==> src/rtl/div_pkg.sv <==
// Shared types and constants for the sequential restoring divider.
package div_pkg;

    typedef enum logic [1:0] {
        IDLE = 2'd0,
        RUN  = 2'd1,
        DONE = 2'd2
    } state_t;

    localparam int DIV_WIDTH_DEF = 4;

    // Iteration counter must hold WIDTH itself, not just WIDTH-1.
    function automatic int cnt_width(input int width);
        return $clog2(width + 1);
    endfunction

endpackage

==> src/rtl/fulladdertop.sv <==
// One-bit full adder cell, the building block of the ripple datapaths.
// Latency: combinational; backpressure: none.
module fulladdertop (
    input  logic i_a,
    input  logic i_b,
    input  logic i_cin,
    output logic o_sum,
    output logic o_cout
);

    assign o_sum  = i_a ^ i_b ^ i_cin;
    assign o_cout = (i_a & i_b) | (i_cin & (i_a ^ i_b));

endmodule

==> src/rtl/nbit_subtractor.sv <==
// Ripple-borrow subtractor o_diff = i_a - i_b built as i_a + ~i_b + 1.
// Latency: combinational; backpressure: none.
module nbit_subtractor #(
    parameter int WIDTH = 5
) (
    input  logic [WIDTH-1:0] i_a,
    input  logic [WIDTH-1:0] i_b,
    output logic [WIDTH-1:0] o_diff,
    output logic             o_no_borrow
);

    logic [WIDTH-1:0] w_b_n;
    logic [WIDTH:0]   w_carry;

    assign w_b_n      = ~i_b;
    assign w_carry[0] = 1'b1;

    for (genvar g = 0; g < WIDTH; g++) begin : g_bit
        fulladdertop u_fa (
            .i_a    (i_a[g]),
            .i_b    (w_b_n[g]),
            .i_cin  (w_carry[g]),
            .o_sum  (o_diff[g]),
            .o_cout (w_carry[g+1])
        );
    end

    // A final carry out of the two's-complement add means a >= b.
    assign o_no_borrow = w_carry[WIDTH];

endmodule

==> src/rtl/seq_divider.sv <==
// Unsigned restoring divider, one quotient bit per clock.
// Latency WIDTH cycles (1 on divide-by-zero); start is ignored while busy.
module seq_divider
    import div_pkg::*;
#(
    parameter int WIDTH = DIV_WIDTH_DEF
) (
    input  logic             clk,
    input  logic             rst,
    input  logic             start,
    input  logic [WIDTH-1:0] dividend,
    input  logic [WIDTH-1:0] divisor,
    output logic             busy,
    output logic             done,
    output logic [WIDTH-1:0] quotient,
    output logic [WIDTH-1:0] remainder,
    output logic             div_by_zero
);

    localparam int CW = cnt_width(WIDTH);
    localparam int RW = WIDTH + 1;

    state_t             r_state;
    state_t             w_state_nxt;
    logic               w_accept;
    logic               w_zero;
    logic               w_last;

    logic [RW-1:0]      r_rem;
    logic [WIDTH-1:0]   r_q;
    logic [WIDTH-1:0]   r_divisor;
    logic [CW-1:0]      r_cnt;
    logic [WIDTH-1:0]   r_quotient;
    logic [WIDTH-1:0]   r_remainder;
    logic               r_dbz;

    logic [RW+WIDTH-1:0] w_cat;
    logic [RW+WIDTH-1:0] w_cat_shl;
    logic [RW-1:0]       w_shift;
    logic [RW-1:0]       w_trial;
    logic                w_no_borrow;
    logic [RW-1:0]       w_rem_nxt;
    logic [WIDTH-1:0]    w_q_nxt;

    assign w_zero = (r_divisor == '0);
    assign w_last = (r_cnt == CW'(1));

    always_ff @(posedge clk or posedge rst) begin
        if (rst) begin
            r_state <= IDLE;
        end else begin
            r_state <= w_state_nxt;
        end
    end

    always_comb begin
        w_state_nxt = r_state;
        w_accept    = 1'b0;
        busy        = 1'b0;
        done        = 1'b0;
        unique case (r_state)
            IDLE: begin
                if (start) begin
                    w_accept    = 1'b1;
                    w_state_nxt = RUN;
                end
            end
            RUN: begin
                busy = 1'b1;
                if (w_zero || w_last) begin
                    w_state_nxt = DONE;
                end
            end
            DONE: begin
                done = 1'b1;
                if (start) begin
                    w_accept    = 1'b1;
                    w_state_nxt = RUN;
                end else begin
                    w_state_nxt = IDLE;
                end
            end
            default: w_state_nxt = IDLE;
        endcase
    end

    // Shift {remainder, quotient} left; the dividend bit falls into the remainder.
    assign w_cat     = {r_rem, r_q};
    assign w_cat_shl = w_cat << 1;
    assign w_shift   = w_cat_shl[RW+WIDTH-1:WIDTH];

    nbit_subtractor #(
        .WIDTH (RW)
    ) u_sub (
        .i_a         (w_shift),
        .i_b         ({1'b0, r_divisor}),
        .o_diff      (w_trial),
        .o_no_borrow (w_no_borrow)
    );

    assign w_rem_nxt = w_no_borrow ? w_trial : w_shift;
    assign w_q_nxt   = w_cat_shl[WIDTH-1:0] | {{(WIDTH-1){1'b0}}, w_no_borrow};

    always_ff @(posedge clk or posedge rst) begin
        if (rst) begin
            r_rem       <= '0;
            r_q         <= '0;
            r_divisor   <= '0;
            r_cnt       <= '0;
            r_quotient  <= '0;
            r_remainder <= '0;
            r_dbz       <= 1'b0;
        end else if (w_accept) begin
            r_rem     <= '0;
            r_q       <= dividend;
            r_divisor <= divisor;
            r_cnt     <= CW'(WIDTH);
            r_dbz     <= 1'b0;
        end else if (r_state == RUN) begin
            if (w_zero) begin
                // r_q still holds the untouched dividend on this first RUN cycle.
                r_quotient  <= '1;
                r_remainder <= r_q;
                r_dbz       <= 1'b1;
                r_cnt       <= '0;
            end else begin
                r_rem <= w_rem_nxt;
                r_q   <= w_q_nxt;
                r_cnt <= r_cnt - CW'(1);
                if (w_last) begin
                    r_quotient  <= w_q_nxt;
                    r_remainder <= w_rem_nxt[WIDTH-1:0];
                end
            end
        end
    end

    assign quotient    = r_quotient;
    assign remainder   = r_remainder;
    assign div_by_zero = r_dbz;

endmodule

==> config.mk <==
export PLATFORM = sky130hd
export DESIGN_NAME = seq_divider
export DESIGN_NICKNAME = d
export VERILOG_FILES = /design/src/rtl/div_pkg.sv /design/src/rtl/fulladdertop.sv /design/src/rtl/nbit_subtractor.sv /design/src/rtl/seq_divider.sv
export SDC_FILE = /design/constraint.sdc
export NUM_CORES = 1
export LEC_CHECK = 0
export ABC_AREA = 0
export BUFFER_PORTS_ARGS = -buffer_cell sky130_fd_sc_hd__buf_2
export CAP_MARGIN = 20
export CORE_ASPECT_RATIO = 1.4
export CORE_UTILIZATION = 58
export CTS_CLUSTER_SIZE = 24
export DETAILED_ROUTE_END_ITERATION = 6
export GPL_TIMING_DRIVEN = 1
export PLACE_DENSITY = 0.82
export SLEW_MARGIN = 25
export SYNTH_ARGS = -nofsm -noshare
export SYNTH_HDL_FRONTEND = slang
export SYNTH_SLANG_ARGS = --single-unit
==> constraint.sdc <==
create_clock -name clk -period 7.8 [get_ports clk]
set_input_delay 1.56 -clock clk [delete_from_list [all_inputs] [get_ports clk]]
set_output_delay 1.56 -clock clk [all_outputs]
set_load 0.05 [all_outputs]
==> Yosys cells after proc, flatten, opt, wreduce, memory -nomap -nowiden <==
Index checks and enable logic that the tools add are counted.
{ "word_totals": {"regBits": 26} }
{ "classes": {"n_reduce_logical": 11, "n_mux": 25, "bitwise_logic": 26, "addsub": 1, "eq_ne": 6} }
{ "ops": {"columns": ["cell", "count"], "rows": [
  ["$mux W4", 11],
  ["$and A1 B1 Y1", 9],
  ["$mux W3", 3],
  ["$mux W1", 8],
  ["$xor A1 B1 Y1", 8],
  ["$ne A2 B2 Y1 const B", 3],
  ["$pmux W2 S3", 1],
  ["$reduce_and A2 Y1", 3],
  ["$reduce_bool A2 Y1", 3],
  ["$not A4 Y5", 1],
  ["$or A1 B1 Y1", 5],
  ["$logic_not A4 Y1", 1],
  ["$mux W2", 2],
  ["$or A4 B1 Y4", 1],
  ["$eq A3 B1 Y1 const B", 1],
  ["$reduce_and A3 Y1", 1],
  ["$sub A3 B1 Y3 const B", 1],
  ["$eq A2 B1 Y1 const B", 1],
  ["$eq A2 B2 Y1 const B", 1],
  ["$logic_not A2 Y1", 1],
  ["$not A1 Y1", 2],
  ["$reduce_or A2 Y1", 1],
  ["$logic_or A1 B1 Y1", 1]
]} }

==> Depth between registers and ports, before layout <==
Gate-level depths: netlist of the first run.
{ "depth": {"word_depth": 15, "mapped_depth": 11, "depth_no_buf": 10} }

==> By module <==
From an unflattened synthesis of the first run, not the netlist that was laid out.
{ "hier_totals": {"cells_unflattened": 136, "hier_area_um2": 1346.3} }
{ "modules_own_cells": {"columns": ["module", "instances", "seq_area_each_um2", "cells_per_inst", "area_per_inst_um2"], "rows": [
  ["seq_divider", 1, 650.6, 125, 1223.7],
  ["fulladdertop", 5, 0.0, 1, 20.0],
  ["nbit_subtractor", 1, 0.0, 6, 22.5]
]} }

==> Worst setup path before layout of the first run <==
No wires, ideal clock.
{ "synth_path": {"path_kind": "register to output", "startpoint": "register r_state[0]", "endpoint": "output done", "stages_incl_launch_ff": 2, "required_ns": 6.240, "arrival_ns": 1.082, "slack_ns": 5.158, "cell_sequence": "dfrtp_1 > nor2b_1"} }
{ "synth_between": {"elab_chain_cells": 2} }
{ "synth_rtl": {"columns": ["element", "line", "text"], "rows": [
  ["start, declared", "seq_divider.sv:23", "state_t r_state;"],
  ["start signal, assigned", "seq_divider.sv:52", "r_state <= w_state_nxt;"],
  ["$eq A2 B2 Y1", "seq_divider.sv:61", "unique case (r_state)"],
  ["$mux W1", "seq_divider.sv:61", null],
  ["end, declared", "seq_divider.sv:14", "output logic done,"]
]} }
Every way passes these cells.

==> Worst setup path after layout of the first run <==
{ "layout_path": {"startpoint": "register r_state[1]", "endpoint": "output busy"} }
{ "layout_between": {"elab_chain_cells": 2} }
{ "layout_rtl": {"columns": ["element", "line", "text"], "rows": [
  ["$eq A2 B1 Y1", "seq_divider.sv:61", null],
  ["$mux W1", "seq_divider.sv:61", null],
  ["end, declared", "seq_divider.sv:13", "output logic busy,"]
]} }
Every way passes these cells.

==> results_dict.tcl, run 1 <==
set metrics [dict create \
    routedWlPerCell_um 16.2 \
    antenna_found_initial 0 \
    critPathKind "flop to output port" \
    coreArea_um2 2020 \
    synth_area_per_cell_um2 10.2 \
    seq_area_frac_synth 0.507 \
    hold_path_end "div_by_zero$_DFFE_PP0P_" \
    clkLatencyLatePin_ns 0.34 \
    synthToLayoutAreaGrowth_pct 12.7 \
    synth_fp_nets 143 \
    die_area_um2 2410 \
    place_congestion 0.858 \
    synth-edff-count 0 \
    drv_slew 0 \
    num_vias 1008 \
    grt_overflow_total 0 \
    crit_path_end_kind "output port" \
    ys_ff_latch 26 \
    drtAntennaViolNets 0 \
    grt_pass1_wl_um 4530 \
    wirelength_um 2670 \
    regToRegSetupSlack_ns 5.08 \
    most-common-layout-cells "dfrtp_1, buf_2, inv_1" \
    timing.rr.end "remainder[0]$_DFFE_PP0P_" \
    fmax_ghz 0.297 \
    layout_commonest_cell "dfrtp_1" \
    clk_pin_slew_worst_paths_ns 0.15 \
    synth_cells 126 \
    crit_path_top_delay_cell "dfrtp_1" \
    fin_crit_sh 0.432 \
    synthFlopType "dfrtp_1" \
    path_cells "nand2b_1, inv_1, buf_2" \
    critPathBufInv 2 \
    tritoncts "yes" \
    async_flop_share 1.00 \
    worstPathMaxFanout 14 \
    ctsHoldBuffers 0 \
    status "finished, final reports clean" \
    ys_types 27 \
    drt_drc_violations_left 0 \
    globalRouteTotalUtil 0.248 \
    initial_utilization 0.635 \
    port_buffers 21 \
    min_period_ns 3.37 \
    hold_start "div_by_zero$_DFFE_PP0P_" \
    finalNetCount 162 \
    hold_path.class "flop to flop" \
    maxCapViolCount 0 \
    rows 19 \
    nFillCells 154 \
    drt_iter0_drc 56 \
    grt_pass1_vias 988 \
    synth_warnings 0 \
    cts_buffers 3 \
    syn_area_um2 1280 \
    via_per_inst 6.11 \
    setup_violations 0 \
    hold_depth 2 \
    die_x_um 41.8 \
    post_cts_resized 0 \
    final_layout_size_suffix_gt1_frac 0.229 \
    fin_tns_setup_ns 0 \
    rr_worst_depth 9 \
    die_h_um 57.7 \
    num_antenna_cells 0 \
    num_io_pins 22 \
    cts_setup_buffers 0 \
    cpPeakStageDelay_ns 0.40 \
    cp-start-kind "flop" \
    cts_buffer_depth 2 \
    htree_levels 1 \
    hold_violations 0 \
    rsz0062_at_grt "no" \
    firstDrtPassIters 4 \
    cp_data_required_time_ns 6.24 \
    slew_headroom 0.330 \
    cts_sinks 26 \
    root_buffer "clkbuf_4" \
    timing.rr.start "r_divisor[0]$_DFFE_PP0P_" \
    worst_pin_slew_ns 1.00 \
    cpLargestDelayFamily "buffers and inverters" \
    place_hpwl_um 1810 \
    fin_worst_skew_ns 0.0145 \
    grt_max_degree 27 \
    cp_data_arrival_time_ns 1.81 \
]
layout make-up:
| class | instances | area, um^2 | share of cell area |
|---|---|---|---|
| repair buffers | 21 | 105 | 0.0727 |
| flip-flops and latches | 26 | 651 | 0.450 |
| clock inverters | 1 | 30.0 | 0.0208 |
| well taps | 21 | 26.3 | 0.0182 |
| multi-input cells | 79 | 559 | 0.387 |
| inverters | 14 | 52.6 | 0.0363 |
| clock buffers | 3 | 22.5 | 0.0156 |
through the flow:
step           instance area, um^2  std cells  hold WS, ns  setup WS (ns)   util
2_1_floorplan                 1280        126        0.479           5.16      -
3_3_place_gp                  1390        161        0.482           4.92  0.685
3_5_place_dp                  1390        161        0.485           4.89  0.685
4_1_cts                       1440        165        0.520           4.47  0.711
5_1_grt                       1450        165        0.544           4.32  0.716
6_report                      1450        165        0.517           4.43  0.716
worst min-delay path, stage by stage (launching register included):
cell	delay, ns
dfrtp_1	0.37
a21oi_1	0.04
nor2_1	0.07
registers in the layout, indices dropped and copies added, names as in the netlist:
register / cells
quotient: 4
r_divisor: 4
r_q: 4
r_rem: 4
remainder: 4
r_cnt: 3
r_state: 2
div_by_zero: 1
synth_stat cells (2+ instances only):
library cell / n / share of area
a21oi_1: 4 / 0.016
a221oi_1: 2 / 0.014
a31oi_1: 3 / 0.015
buf_2: 3 / 0.012
clkbuf_1: 4 / 0.012
dfrtp_1: 26 / 0.51
fa_1: 3 / 0.047
ha_1: 3 / 0.029
inv_1: 14 / 0.041
mux2_2: 5 / 0.044
nand2_1: 12 / 0.035
nand2b_1: 4 / 0.019
nand3_1: 5 / 0.019
nor2_1: 5 / 0.015
nor2b_1: 3 / 0.015
nor3_1: 3 / 0.012
o211ai_1: 4 / 0.023
o21ai_0: 11 / 0.043
o22a_1: 4 / 0.027
logic make-up (layout without fill, tap and decap cells):
family | count (synthesis) | count (layout) | synth area share
flip-flops | 26 | 26 | 0.507
AO/OA/AOI/OAI | 32 | 32 | 0.167
buffers and inverters | 21 | 39 | 0.0643
adder cells (fa/ha/maj) | 6 | 6 | 0.0760
AND/OR/NAND/NOR | 36 | 36 | 0.142
multiplexers | 5 | 5 | 0.0439
how the worst max path moves through the flow:
stage,cells after the start,from,end
4_1_cts,3,r_state[1]$_DFFE_PP0P_,busy
6_report,3,r_state[1]$_DFFE_PP0P_,busy
3_3_place_gp,3,r_state[1]$_DFFE_PP0P_,busy
5_1_grt,3,r_state[1]$_DFFE_PP0P_,busy
3_5_place_dp,3,r_state[1]$_DFFE_PP0P_,busy
2_1_floorplan,1,r_state[0]$_DFFE_PP0P_,done
layer usage:
layer,vias to the layer above,part of all wire,global-route usage
met5,-,0,0
met4,0,0.017,0.106
met3,7,0.035,0.0374
met2,31,0.50,0.402
met1,493,0.44,0.335
li1,477,-,-
Power of run 1 is not shown: default switching activity piles up to over one toggle a cycle in this logic, so the estimate is an artifact.
==> run 2, diff against run 1 <==
--- a/config.mk
+++ b/config.mk
@@ -9,11 +9,11 @@
 export BUFFER_PORTS_ARGS = -buffer_cell sky130_fd_sc_hd__buf_2
 export CAP_MARGIN = 20
 export CORE_ASPECT_RATIO = 1.4
-export CORE_UTILIZATION = 58
+export CORE_UTILIZATION = 49
 export CTS_CLUSTER_SIZE = 24
 export DETAILED_ROUTE_END_ITERATION = 6
 export GPL_TIMING_DRIVEN = 1
-export PLACE_DENSITY = 0.82
+export PLACE_DENSITY = 0.74
 export SLEW_MARGIN = 25
 export SYNTH_ARGS = -nofsm -noshare
 export SYNTH_HDL_FRONTEND = slang
==> constraint.sdc (replaced) <==
create_clock -name clk -period 3.06 [get_ports clk]
set_input_delay 0.612 -clock clk [delete_from_list [all_inputs] [get_ports clk]]
set_output_delay 0.612 -clock clk [all_outputs]
set_load 0.05 [all_outputs]
==> run 2 against run 1 <==
Utilization fell by 12 points. Via count did not move. Critical path depth rose by 6. Highest routed layer unchanged.
==> results_dict.tcl, run 2 (synthesis gave the netlist of run 1 again) <==
set metrics [dict create \
    drtAntennaViolNets 0 \
    globalRouteTotalUtil 0.220 \
    final_layout_size_suffix_gt1_frac 0.240 \
    grt_max_degree 27 \
    finalNetCount 164 \
    slew_headroom 0.640 \
    root_buffer "clkbuf_4" \
    most-common-layout-cells "dfrtp_1, buf_2, inv_1" \
    path_cells "ha_1, fa_1, inv_1, fa_1, inv_1, fa_1, nand2b_1, mux2_2, mux2_2" \
    synthToLayoutAreaGrowth_pct 13.2 \
    firstDrtPassIters 4 \
    critPathKind "flop to flop" \
    antenna_found_initial 0 \
    hold_path.class "input port to async pin" \
    fin_ws_ns 0.465 \
    tritoncts "yes" \
    wirelength_um 2760 \
    cp_data_arrival_time_ns 2.83 \
    cts_sinks 26 \
    worst_pin_slew_ns 0.539 \
    cp_data_required_time_ns 3.29 \
    fin_crit_sh 0.848 \
    grt_pass1_vias 965 \
    drt_drc_violations_left 0 \
    crit_path_top_delay_cell "dfrtp_1" \
    dp_cells 176 \
    fin_worst_skew_ns 0.00788 \
    grt.busiest_layer "met2" \
    grt_overflow_total 0 \
    stdcell_count 180 \
    rsz0062_at_grt "no" \
    die_area_um2 2830 \
    cp_common_cell "fa_1" \
    status "finished, final reports clean" \
    drt_iter0_drc 46 \
    num_antenna_cells 0 \
    gr-usage-met2 0.359 \
    cpPeakStageDelay_ns 0.44 \
    place_hpwl_um 1930 \
    cts_buffers 3 \
    port_buffers 21 \
    fmax_ghz 0.385 \
    num_io_pins 22 \
    place_congestion 0.816 \
    cts_setup_buffers 0 \
    die_h_um 62.6 \
    grt_use_met1 0.305 \
    clk_pin_slew_worst_paths_ns 0.15 \
    routedWlPerCell_um 15.3 \
    initial_utilization 0.525 \
    htree_levels 1 \
    met3_usage 0.0173 \
    ctsHoldBuffers 0 \
    hold_violations 0 \
    via_per_inst 5.60 \
    worstPathMaxFanout 6 \
    clkLatencyLatePin_ns 0.33 \
    postLayoutCoreUtil 0.594 \
    place_ws_ns 0.491 \
    drv_slew 0 \
    maxCapViolCount 0 \
    post_cts_resized 0 \
    fin_tns_setup_ns 0 \
    min_period_ns 2.60 \
    coreArea_um2 2440 \
    layout_commonest_cell "dfrtp_1" \
    cts_buffer_depth 2 \
    crit_path_end_kind "flop" \
    num_vias 1008 \
    cp-start-kind "flop" \
    die_x_um 45.3 \
    rows 21 \
    grt_pass1_wl_um 4580 \
    setup_violations 0 \
]
## run 2: layout make-up
class	instances	area [um^2]
Fill cell	209	991
Sequential cell	26	651
Multi-Input combinational cell	79	551
Timing Repair Buffer	23	120
Inverter	14	52.6
Tap cell	34	42.5
Clock buffer	4	36.3
## run 2: through the flow
step                hold WS (ns)  cell area [um^2]
floorplan                  0.479              1280
global placement           0.477              1420
detailed placement         0.489              1420
CTS                        0.462              1450
global route               0.355              1450
finish                     0.297              1450
## run 2: path summary, 6_finish.rpt
| kind | from | endpoint | slack (ns) | depth (start not counted) |
|---|---|---|---|---|
| max | r_divisor[0]$_DFFE_PP0P_ | r_rem[2]$_DFFE_PP0P_ | 0.46 | 9 |
| max in group asynchronous | rst | quotient[0]$_DFFE_PP0P_ | 2.40 | 2 |
| min | rst | r_cnt[1]$_DFFE_PP0P_ | 0.30 | 2 |
| min in group clk | divisor[1] | r_divisor[1]$_DFFE_PP0P_ | 0.46 | 3 |
| max reg2reg | r_divisor[0]$_DFFE_PP0P_ | r_rem[2]$_DFFE_PP0P_ | 0.46 | 9 |
| min reg2reg | div_by_zero$_DFFE_PP0P_ | div_by_zero$_DFFE_PP0P_ | 0.52 | 2 |
## run 2: metal layers
| layer | vias up | share of wire |
|---|---|---|
| met5 | - | 0 |
| met4 | 0 | 0.015 |
| met3 | 5 | 0.039 |
| met2 | 28 | 0.49 |
| met1 | 500 | 0.45 |
| li1 | 475 | - |
## run 2: worst max-delay path, delay by kind of cell, from the launching register on
| kind | cells | cell delay (ns) |
|---|---|---|
| buffers and inverters | 2 | 0.12 |
| and+or+nand+nor | 1 | 0.22 |
| adders and majority gates | 4 | 1.07 |
| DFF | 1 | 0.44 |
| muxes | 2 | 0.65 |
Power of run 2 is left out for the same reason.
